### src/rtl/phaser_tdm_sched.sv
// Per-sample scheduler that time-multiplexes one shared all-pass engine
// across TAPS cascaded phaser stages, with bypass and watchdog fallback.
module phaser_tdm_sched #(
  parameter int unsigned TAPS    = 5,
  parameter int unsigned DW      = 16,
  parameter int unsigned TIMEOUT = 64
) (
  input  logic          clk,
  input  logic          reset_n,
  input  logic          in_valid,
  input  logic [DW-1:0] in_sample,
  input  logic [DW-1:0] coef,
  input  logic          bypass,
  input  logic          clear_err,
  output logic          eng_req,
  output logic [2:0]    eng_stage,
  output logic [DW-1:0] eng_x,
  output logic [DW-1:0] eng_coef,
  input  logic          eng_ack,
  input  logic          eng_rvalid,
  input  logic [DW-1:0] eng_y,
  output logic          out_valid,
  output logic [DW-1:0] out_sample,
  output logic          busy,
  output logic          overrun,
  output logic          timeout_err
);

  localparam int unsigned SW   = 3;
  localparam int unsigned WD_W = (TIMEOUT > 1) ? $clog2(TIMEOUT) : 1;

  localparam logic [1:0] S_IDLE  = 2'd0;
  localparam logic [1:0] S_ISSUE = 2'd1;
  localparam logic [1:0] S_WAIT  = 2'd2;
  localparam logic [1:0] S_DONE  = 2'd3;

  localparam logic [SW-1:0]   LAST_STAGE = SW'(TAPS - 1);
  localparam logic [WD_W-1:0] WD_LAST    = WD_W'(TIMEOUT - 1);

  logic [1:0]      state_q,      state_d;
  logic [SW-1:0]   stage_q,      stage_d;
  logic [DW-1:0]   x_q,          x_d;
  logic [DW-1:0]   x_in_q,       x_in_d;
  logic [DW-1:0]   coef_q,       coef_d;
  logic [WD_W-1:0] wd_q,         wd_d;
  logic            eng_req_q,    eng_req_d;
  logic            out_valid_q,  out_valid_d;
  logic [DW-1:0]   out_sample_q, out_sample_d;
  logic            busy_q,       busy_d;
  logic            overrun_q,    overrun_d;
  logic            timeout_q,    timeout_d;
  logic            overrun_set;
  logic            timeout_set;

  // State and registered outputs
  always_ff @(posedge clk or negedge reset_n) begin
    if (!reset_n) begin
      state_q      <= S_IDLE;
      stage_q      <= '0;
      x_q          <= '0;
      x_in_q       <= '0;
      coef_q       <= '0;
      wd_q         <= '0;
      eng_req_q    <= 1'b0;
      out_valid_q  <= 1'b0;
      out_sample_q <= '0;
      busy_q       <= 1'b0;
      overrun_q    <= 1'b0;
      timeout_q    <= 1'b0;
    end else begin
      state_q      <= state_d;
      stage_q      <= stage_d;
      x_q          <= x_d;
      x_in_q       <= x_in_d;
      coef_q       <= coef_d;
      wd_q         <= wd_d;
      eng_req_q    <= eng_req_d;
      out_valid_q  <= out_valid_d;
      out_sample_q <= out_sample_d;
      busy_q       <= busy_d;
      overrun_q    <= overrun_d;
      timeout_q    <= timeout_d;
    end
  end

  // Next-state and output decode
  always_comb begin
    state_d      = state_q;
    stage_d      = stage_q;
    x_d          = x_q;
    x_in_d       = x_in_q;
    coef_d       = coef_q;
    wd_d         = wd_q;
    out_valid_d  = 1'b0;
    out_sample_d = out_sample_q;
    overrun_set  = 1'b0;
    timeout_set  = 1'b0;

    case (state_q)
      S_IDLE: begin
        if (in_valid) begin
          if (bypass) begin
            out_sample_d = in_sample;
            out_valid_d  = 1'b1;
          end else begin
            x_d     = in_sample;
            x_in_d  = in_sample;
            coef_d  = coef;
            stage_d = '0;
            state_d = S_ISSUE;
          end
        end
      end
      S_ISSUE: begin
        if (eng_req_q && eng_ack) begin
          wd_d    = '0;
          state_d = S_WAIT;
        end
      end
      S_WAIT: begin
        if (eng_rvalid) begin
          x_d = eng_y;
          if (stage_q == LAST_STAGE) begin
            out_sample_d = eng_y;
            out_valid_d  = 1'b1;
            state_d      = S_DONE;
          end else begin
            stage_d = stage_q + 3'd1;
            state_d = S_ISSUE;
          end
        end else if (wd_q == WD_LAST) begin
          // Engine stalled: fall back to the dry input sample
          timeout_set  = 1'b1;
          out_sample_d = x_in_q;
          out_valid_d  = 1'b1;
          state_d      = S_IDLE;
        end else begin
          wd_d = wd_q + 1'b1;
        end
      end
      S_DONE: begin
        state_d = S_IDLE;
      end
      default: begin
        state_d = S_IDLE;
      end
    endcase

    if (in_valid && (state_q != S_IDLE)) begin
      overrun_set = 1'b1;
    end

    // Set has priority over a coincident clear
    overrun_d = overrun_set | (overrun_q & ~clear_err);
    timeout_d = timeout_set | (timeout_q & ~clear_err);
    eng_req_d = (state_d == S_ISSUE);
    busy_d    = (state_d != S_IDLE);
  end

  assign eng_req     = eng_req_q;
  assign eng_stage   = stage_q;
  assign eng_x       = x_q;
  assign eng_coef    = coef_q;
  assign out_valid   = out_valid_q;
  assign out_sample  = out_sample_q;
  assign busy        = busy_q;
  assign overrun     = overrun_q;
  assign timeout_err = timeout_q;

endmodule

### config.mk
export PLATFORM = sky130hd
export DESIGN_NAME = phaser_tdm_sched
export DESIGN_NICKNAME = d
export VERILOG_FILES = /design/src/rtl/phaser_tdm_sched.sv
export SDC_FILE = /design/constraint.sdc
export NUM_CORES = 1
export LEC_CHECK = 0
export ABC_AREA = 1
export BUFFER_PORTS_ARGS = -buffer_cell sky130_fd_sc_hd__buf_4
export CORE_UTILIZATION = 35
export CTS_CLUSTER_DIAMETER = 50
export DETAILED_ROUTE_END_ITERATION = 16
export GPL_ROUTABILITY_DRIVEN = 0
export PLACE_DENSITY_LB_ADDON = 0.15
export SYNTH_ARGS = -nofsm -noshare
export SYNTH_HDL_FRONTEND = slang
export SYNTH_SLANG_ARGS = --single-unit
### constraint.sdc
create_clock -name clk -period 3.6 [get_ports clk]
set_input_delay 1.08 -clock clk [delete_from_list [all_inputs] [get_ports clk]]
set_output_delay 1.08 -clock clk [all_outputs]
set_load 0.02 [all_outputs]
## Word-level counts from Yosys, hierarchy flattened

Index checks and enable logic that the tools add are counted.

| operators by class | value |
|---|---|
| add/subtract/negate cells | 2 |
| equal/unequal tests | 16 |
| mux-type cells | 35 |
| bitwise gates (word level) | 6 |
| reductions and logical operators | 12 |

Operators with widths:

| operator | number |
|---|---|
| $mux 16 | 8 |
| $pmux 16 s2 | 2 |
| $mux 6 | 3 |
| $ne 2x2->1 const B | 8 |
| $mux 2 | 6 |
| $mux 3 | 4 |
| $pmux 6 s2 | 1 |
| $reduce_and 5->1 | 2 |
| $mux 1 | 8 |
| $pmux 2 s4 | 1 |
| $reduce_and 4->1 | 2 |
| $reduce_bool 2->1 | 4 |
| $add 6x1->6 const B | 1 |
| $eq 6x6->1 const B | 1 |
| $ne 3x3->1 const B | 2 |
| $pmux 3 s2 | 1 |
| $eq 2x1->1 const B | 2 |
| $eq 2x2->1 const B | 2 |
| $add 3x1->3 const B | 1 |
| $eq 3x3->1 const B | 1 |
| $reduce_and 3->1 | 1 |
| $and 1x1->1 | 2 |
| $logic_and 1x1->1 | 2 |
| $logic_not 2->1 | 1 |
| other kinds (3) | 5 |

| word-level totals | value |
|---|---|
| bits in registers | 80 |
| output and inout bits | 56 |
| word-level logic and storage cells | 83 |

## Longest topological paths before layout

Gate-level depths: netlist (run 1).

| depth | value |
|---|---|
| depth after elaboration | 5 |
| mapped depth | 10 |
| depth with buffers taken out | 9 |

## Least setup slack after synthesis (run 1)

No wires, ideal clock.

| timing path | value |
|---|---|
| kind | in2reg |
| start point | in in_valid |
| end point | reg x_q[15] (netlist: eng_x[15]) |
| library setup time | 0.116 ns |
| data arrival time | 1.774 ns |
| setup slack | 1.710 ns |
| stages | 6 |
| path buffers | 1 |
| cell sequence | inv_1 > o21ai_0 > nand2_4 > buf_2 > nand2_1 > nand2_1 |

| between the ends | value |
|---|---|
| longest elaborated chain between the ends | 2 |

RTL lines:

| item | RTL line | source |
|---|---|---|
| start, declared | 10 | `input logic in_valid,` |
| $ne 2x2->1 (no line) | n/a |  |
| $reduce_and 4->1 (no line) | n/a |  |
| end signal, assigned | 60 | `x_q <= '0;` |
| end signal, assigned | 73 | `x_q <= x_d;` |
| end, declared | 42 | `logic [DW-1:0] x_q, x_d;` |

No other way between the ends.
A chain may end at the register's enable or synchronous reset.

## Worst setup path after layout (run 1)

| timing path | value |
|---|---|
| start point | reg stage_q[2] (netlist: eng_stage[2]) |
| end point | out eng_stage[2] |

RTL lines:

| item | RTL line | source |
|---|---|---|
| start, declared | 41 | `logic [SW-1:0] stage_q, stage_d;` |
| start signal, assigned | 72 | `stage_q <= stage_d;` |
| end, declared | 16 | `output logic [2:0] eng_stage,` |

No word-level cell between the ends.

==> qor.csv, run 1 <==
stage,metric,value,unit
setup_path,r2r_cells,4,
synth,yosysWarnings,0,
final_layout,final_area,4920,um2
setup_path,cp.required,2520,ps
route,first_pass_iters,4,
setup_path,cp_top_family,flip-flops,
floorplan,core,10400,um2
final_layout,final-seq-area,2000,um2
synth,post_synth_inst_count,490,
run,cap_violations,0,
cts,htreeDepth,3,
place,post_dp_cell_area,4690,um2
route,drc,0,
floorplan,row_count,37,
cts,cts_buffers,9,
synth,synth_area,3780,um2
global_route,first_global_vias,3333,
timing,setup_tns,0,ps
synth,yosys.area_share.simple,0.389,
cts,clk_pin_slew,80,ps
route,vias,3417,
setup_path,crit_path_end_kind,output port,
setup_path,cp_num_buf_inv,1,
timing,rsz0062_at_grt,false,
synth,synth_compound_area_frac,0.0172,
cts,clock-sinks,80,
synth,postSynthNetCount,548,
synth,ys_ff_latch,80,
timing,max_freq,470,MHz
route,ant_nets,0,
synth,yosys.area_share.xor_xnor,0.00694,
global_route,grt_max_degree,81,
synth,synth_mux_area_frac,0,
setup_path,cp_max_fo,6,
synth,synth_area_per_cell,7.72,um2
floorplan,start_util,0.363,
hold_path,hold_path_depth,2,
cts,insertion_delay,340,ps
setup_path,cp.arrival,1050,ps
power_and_ir_drop,p_leak,2.77,nW
timing,min_period,2130,ps
timing,drv_slew,0,
setup_path,slowest_stage,dfrtp_1,
cts,cts-root-buf,clkbuf_8,
timing,finalSetupViolCount,0,
place,numPortBuffers,110,
setup_path,worst_path_largest_cell_delay,510,ps
final_layout,multi_input_area,1600,um2
place,hpwl,7180,um
timing,hold_viol,0,
cts,clock_path_buffers,2,
synth,synthDistinctLibCells,25,
floorplan,boundaryPins,111,
floorplan,die_w,106,um
setup_path,path_cells,buf_4,
power_and_ir_drop,pwr_density_cell,827,nW/um2
route,wl_per_cell,13.6,um
global_route,antenna_found_initial,0,
timing,skew,6.77,ps
synth,synth_top_family_by_area,simple AND/OR/NAND/NOR gates,
timing,slew_headroom,0.321,
route,drt_iter0_drc,177,
final_layout,final_nets,654,
final_layout,fillers,1074,
cts,cts.hold.buffers_added,0,
global_route,grt_overflow,0,
hold_path,min_path_type,register to register,
setup_path,rr_endpoint,out_sample[9],
setup_path,critPathLaunchType,register,
timing,tightest_slew,1020,ps
setup_path,r2r_slack,1760,ps
floorplan,dieArea,11200,um2
synth,synthAdderAreaFrac,0.00992,
floorplan,die_h,106,um
cts,cts_setup_buffers,0,
outcome,status,finished clean,
final_layout,drive_gt1_frac,0.241,
final_layout,area_growth,30.1,%
synth,synth_seq_area_share,0.529,
power_and_ir_drop,vdd_drop_max,0.358,mV
global_route,grt_pass1_wl,16400,um
hold_path,hold_end,x_in_q[4],
route,viasPerCell,4.64,
route,drt_wl_total,10000,um
timing,min_period_over_period,0.591,
setup_path,r2r-start,state_q[1],
global_route,grt_use_total,0.188,
cts,cts_tree,done,
final_layout,antenna_cells,0,
cts,cts_resized,0,
hold_path,min-delay-start,x_in_q[4],
setup_path,critPathKind,register to output port,
==> sequential cells by signal, indices dropped and copies added (netlist names) <==
name and count:
out_sample 16, eng_coef 16, x_in_q 16, out_valid 1, eng_stage 3, overrun 1
wd_q 6, state_q 2, eng_x 16, timeout_err 1, eng_req 1, busy 1
==> power breakdown <==
part | switching (W) | total, W | internal [W] | leakage (nW)
Sequential | 0.000249 | 0.00154 | 0.00129 | 1.01
Combinational | 0.00110 | 0.00179 | 0.000687 | 1.66
Clock | 0.000334 | 0.000746 | 0.000412 | 0.109
Total | 0.00168 | 0.00407 | 0.00239 | 2.77
==> logic make-up after synthesis <==
logic type,after synthesis
AO/OA/AOI/OAI,12
buffers and inverters,37
flip-flops,80
adder cells (fa/ha/maj),3
XOR/XNOR,3
AND/OR/NAND/NOR,355
==> layout by cell type (no fill, tap or decap) <==
cell,Yosys,final
o21ai_0,5,5
nand4_1,15,15
clkinvlp_4,0,2
nor2_4,1,1
o21bai_1,1,1
inv_2,3,3
a31oi_1,1,1
or2_1,1,1
nor2_8,1,1
buf_4,0,112
dfrtp_1,80,80
or2_2,1,1
ha_1,3,3
a21oi_1,4,4
nand2_4,4,4
nand3_1,7,7
nand2_1,264,264
inv_1,15,15
clkbuf_8,0,10
bufinv_16,0,2
xor2_1,3,3
nand3_4,2,2
clkinv_4,0,2
inv_4,2,2
o22ai_1,1,1
nor2_1,56,56
nor2_2,3,3
==> metal layers <==
layer  vias to the layer above  GRT usage  wire [um]
li1                       1715          -          -
met1                      1600      0.251       4530
met2                        96      0.305       4880
met3                         6     0.0454        487
met4                         0     0.0516        105
met5                         -          0          0
==> Yosys cell counts (all sizes together) <==
| master | number | area share |
|---|---|---|
| nand2 | 268 | 0.27 |
| dfrtp | 80 | 0.53 |
| nor2 | 61 | 0.069 |
| inv | 20 | 0.021 |
| buf | 17 | 0.027 |
| nand4 | 15 | 0.025 |
| nand3 | 9 | 0.019 |
| o21ai | 5 | 0.0066 |
| a21oi | 4 | 0.0053 |
| ha | 3 | 0.0099 |
| xor2 | 3 | 0.0069 |
| or2 | 2 | 0.0033 |
| a31oi | 1 | 0.0017 |
| o21bai | 1 | 0.0020 |
| o22ai | 1 | 0.0017 |
==> worst max path at each step <==
stage	slack (ps)	end	depth (start not counted)	from
2_1_floorplan	1710	eng_x[15]	6	in_valid
3_3_place_gp	1270	out_sample[9]	4	bypass
3_5_place_dp	1220	out_sample[9]	4	bypass
4_1_cts	1440	eng_stage[2]	1	eng_stage[2]
5_1_grt	1420	eng_stage[2]	1	eng_stage[2]
6_report	1470	eng_stage[2]	1	eng_stage[2]
==> through the flow <==
stage | setup slack, ps | hold slack, ps | total power, W | utilization | cells
final | 1470 | 476 | 0.00407 | 0.473 | 737
after global routing | 1420 | 506 | 0.00439 | 0.473 | 737
after CTS | 1440 | 480 | 0.00413 | 0.473 | 737
after detailed placement | 1220 | 460 | 0.00337 | 0.451 | 721
after global placement | 1270 | 454 | 0.00334 | 0.451 | 721
after floorplan | 1710 | 442 | 0.00262 | - | 490
==> layout make-up <==
cell class / count / share of cell area
clock inverters: 6 / 0.0188
inverters: 20 / 0.0163
clock buffers: 10 / 0.0279
repair buffers: 112 / 0.171
multi-input cells: 373 / 0.325
flip-flops and latches: 80 / 0.407
well taps: 136 / 0.0346
Power figures use the tool's default switching activity.
==> inputs of run 2 (changes only) <==
Settings changed: ABC_AREA 1 to 0.
Clock period 3.6 ns to 2.2 ns, I/O delays scaled along.
==> qor.csv, run 2 <==
stage,metric,value,unit,change
outcome,status,finished clean,,unchanged
power_and_ir_drop,swShare,0.360,,was 0.413
global_route,grt_overflow,0,,unchanged
cts,cts_buffers,9,,unchanged
power_and_ir_drop,vdd_drop_max,0.647,mV,was 0.358 mV
power_and_ir_drop,p_clk_frac,0.197,,was 0.183
final_layout,final_common_cell,buf_4,,was nand2_1
route,drt_iter0_drc,53,,was 177
place,hpwl,5820,um,was 7180 um
floorplan,boundaryPins,111,,unchanged
timing,slew_headroom,0.619,,was 0.321
final_layout,fillers,945,,"was 1,074"
route,viasPerCell,4.84,,was 4.64
cts,clk_pin_slew,90,ps,was 80 ps
route,wl_per_cell,14.8,um,was 13.6 um
setup_path,cp.required,2440,ps,was 2520 ps
synth,synth_area_leader_cell,dfrtp_1,,unchanged
synth,synth_edf_count,0,,unchanged
floorplan,row_count,36,,was 37
power_and_ir_drop,p_seq_frac,0.378,,about the same
synth,synth_area_per_cell,11.6,um2,was 7.72 um2
synth,synth_seq_area_share,0.560,,was 0.529
final_layout,area_growth,36.6,%,was 30.1%
run,cap_violations,0,,unchanged
cts,insertion_delay,350,ps,was 340 ps
timing,drv_slew,0,,unchanged
global_route,grt_max_degree,41,,was 81
power_and_ir_drop,p_leak,2.26,nW,was 2.77 nW
floorplan,start_util,0.364,,was 0.363
synth,synth-main-ff-cell,dfrtp_1,,unchanged
setup_path,cp.arrival,2090,ps,was 1050 ps
route,first_pass_iters,4,,unchanged
synth,synthTopCellsByArea,"dfrtp_1 (56%), mux2_2 (11%), mux2i_1 (4.8%), mux2_1 (4.4%), nand2_1 (4.1%)",,"was dfrtp_1 (53%), nand2_1 (26%), nor2_1 (5.6%), nand4_1 (2.5%), buf_2 (2.0%)"
timing,skew,14.5,ps,was 6.77 ps
synth,synth_commonest_cells,"dfrtp_1 (80), nand2_1 (39), mux2_2 (35)",,"was nand2_1 (264), dfrtp_1 (80), nor2_1 (56)"
final_layout,drive_gt1_frac,0.411,,was 0.241
synth,postSynth.asyncResetShare,1.00,,unchanged
hold_path,min_path_type,input port to async pin,,was register to register
synth,post_synth_inst_count,307,,was 490
synth,postSynthNetCount,365,,was 548
final_layout,final_nets,481,,was 654
route,vias,2715,,"was 3,417"
floorplan,dieArea,10600,um2,"was 11,200 um2"
setup_path,crit_path_end_kind,register,,was output port
final_layout,multi_input_area,1470,um2,was 1600 um2
synth,yosysMostFrequentCell,dfrtp_1,,was nand2_1
power_and_ir_drop,combPwrFrac,0.424,,was 0.439
power_and_ir_drop,pwr_density_cell,1370,nW/um2,was 827 nW/um2
route,drc,0,,unchanged
setup_path,critPathKind,register to register,,was register to output port
synth,synthDistinctLibCells,34,,was 25
route,drt_wl_total,8310,um,"was 10,000 um"
route,ant_nets,0,,unchanged
timing,min_period,1850,ps,
global_route,first_global_vias,2582,,"was 3,333"
cts,cts-root-buf,clkbuf_8,,unchanged
power_and_ir_drop,p_int,0.00429,W,was 0.00239 W
timing,max_freq,540,MHz,
cts,cts.hold.buffers_added,0,,unchanged
final_layout,antenna_cells,0,,unchanged
final_layout,final-seq-area,2000,um2,unchanged
cts,clock-sinks,80,,unchanged
cts,htreeDepth,3,,unchanged
global_route,grt_pass1_wl,13000,um,"was 16,400 um"
timing,rsz0062_at_grt,false,,unchanged
global_route,antenna_found_initial,0,,unchanged
synth,synth_top_area_share,0.560,,was 0.529
synth,yosysWarnings,0,,unchanged
floorplan,core,9820,um2,"was 10,400 um2"
floorplan,die_w,103,um,was 106 um
timing,tightest_slew,568,ps,was 1020 ps
setup_path,cp_max_fo,21,,was 6
timing,min_period_over_period,0.841,,
global_route,grt_use_total,0.164,,was 0.188
cts,clock_path_buffers,2,,unchanged
synth,synth_area,3570,um2,was 3780 um2
place,numPortBuffers,110,,unchanged
timing,finalSetupViolCount,0,,unchanged
setup_path,critPathLaunchType,register,,unchanged
timing,hold_slack,204,ps,was 476 ps
cts,cts_tree,done,,unchanged
final_layout,mostFrequentLayoutCells,"buf_4 (116), dfrtp_1 (80), nand2_1 (39), mux2_2 (35), o21ai_0 (22)",,"was nand2_1 (264), buf_4 (112), dfrtp_1 (80), nor2_1 (56)"
cts,cts_setup_buffers,0,,unchanged
timing,setup_tns,0,ps,unchanged
power_and_ir_drop,power_switching,0.00242,W,was 0.00168 W
floorplan,die_h,103,um,was 106 um
timing,hold_viol,0,,unchanged
synth,ys_ff_latch,80,,unchanged
cts,cts_resized,0,,unchanged
## run 2: changes by cell type after synthesis, sizes merged, moves of 4 or more
cell    previous run  this run
buf               17        11
nor2              61        20
nand2            268        39
o21ai              5        23
nor2b              0         4
clkbuf             0         5
a31oi              1        16
mux2i              0        17
nand4             15         0
mux2               0        49
inv               20         9
## run 2: routing by layer
layer  share of wire  global-route usage  wire (um)  vias to the layer above
met5               0                   0          0                        -
met3           0.055              0.0427        454                       13
met4           0.018              0.0607        150                        0
met2            0.48               0.265       3970                       73
met1            0.45               0.212       3730                     1315
li1                -                   -          -                     1314
## run 2: power groups by stage
stage / clock network [W] / registers (W) / logic, W
after floorplan: 0 / 0.00310 / 0.00107
after global placement: 0 / 0.00255 / 0.00284
after detailed placement: 0 / 0.00256 / 0.00288
after CTS: 0.00136 / 0.00254 / 0.00289
after global routing: 0.00142 / 0.00263 / 0.00310
final: 0.00132 / 0.00254 / 0.00284
## run 2: logic make-up after synthesis
group                      Yosys count  share of synthesized area
buffers and inverters               25                     0.0347
AOI/OAI and AO/OA                   52                     0.0903
adders and majority gates            3                     0.0105
muxes                               66                      0.202
DFF                                 80                      0.560
and+or+nand+nor                     81                      0.102
## run 2: final timing paths
| kind | start | to | slack [ps] | cells past startpoint |
|---|---|---|---|---|
| min in group clk | x_in_q[10] | x_in_q[10] | 490 | 1 |
| max in group asynchronous | reset_n | out_sample[1] | 1410 | 2 |
| hold / removal | reset_n | eng_stage[2] | 200 | 1 |
| setup reg to reg | state_q[1] | eng_coef[3] | 350 | 4 |
| hold reg to reg | x_in_q[10] | x_in_q[10] | 490 | 1 |
| setup / recovery | state_q[1] | eng_coef[3] | 350 | 4 |
## run 2: cell type report
class,instances,area share
timing repair buffer,121,0.199
clock buffer,10,0.0261
tap,133,0.0341
inverter,9,0.00692
clock inverter,6,0.0236
sequential,80,0.410
multi-input combinational,202,0.300
## run 2: through the flow
stage	power [W]	utilization	cell area, um2	worst slack (ps)	std cells
after CTS	0.00680	0.497	4880	339	561
after global placement	0.00538	0.472	4640	116	545
final	0.00670	0.497	4880	349	561
after detailed placement	0.00545	0.472	4640	111	545
after global routing	0.00715	0.497	4880	235	561
after floorplan	0.00417	-	3570	210	307
## run 2: worst max-delay path, stage by stage (launching register included)
cell	delay, ps
dfrtp_1	490
nor3b_1	420
nor2b_4	290
buf_12	190
mux2_2	350
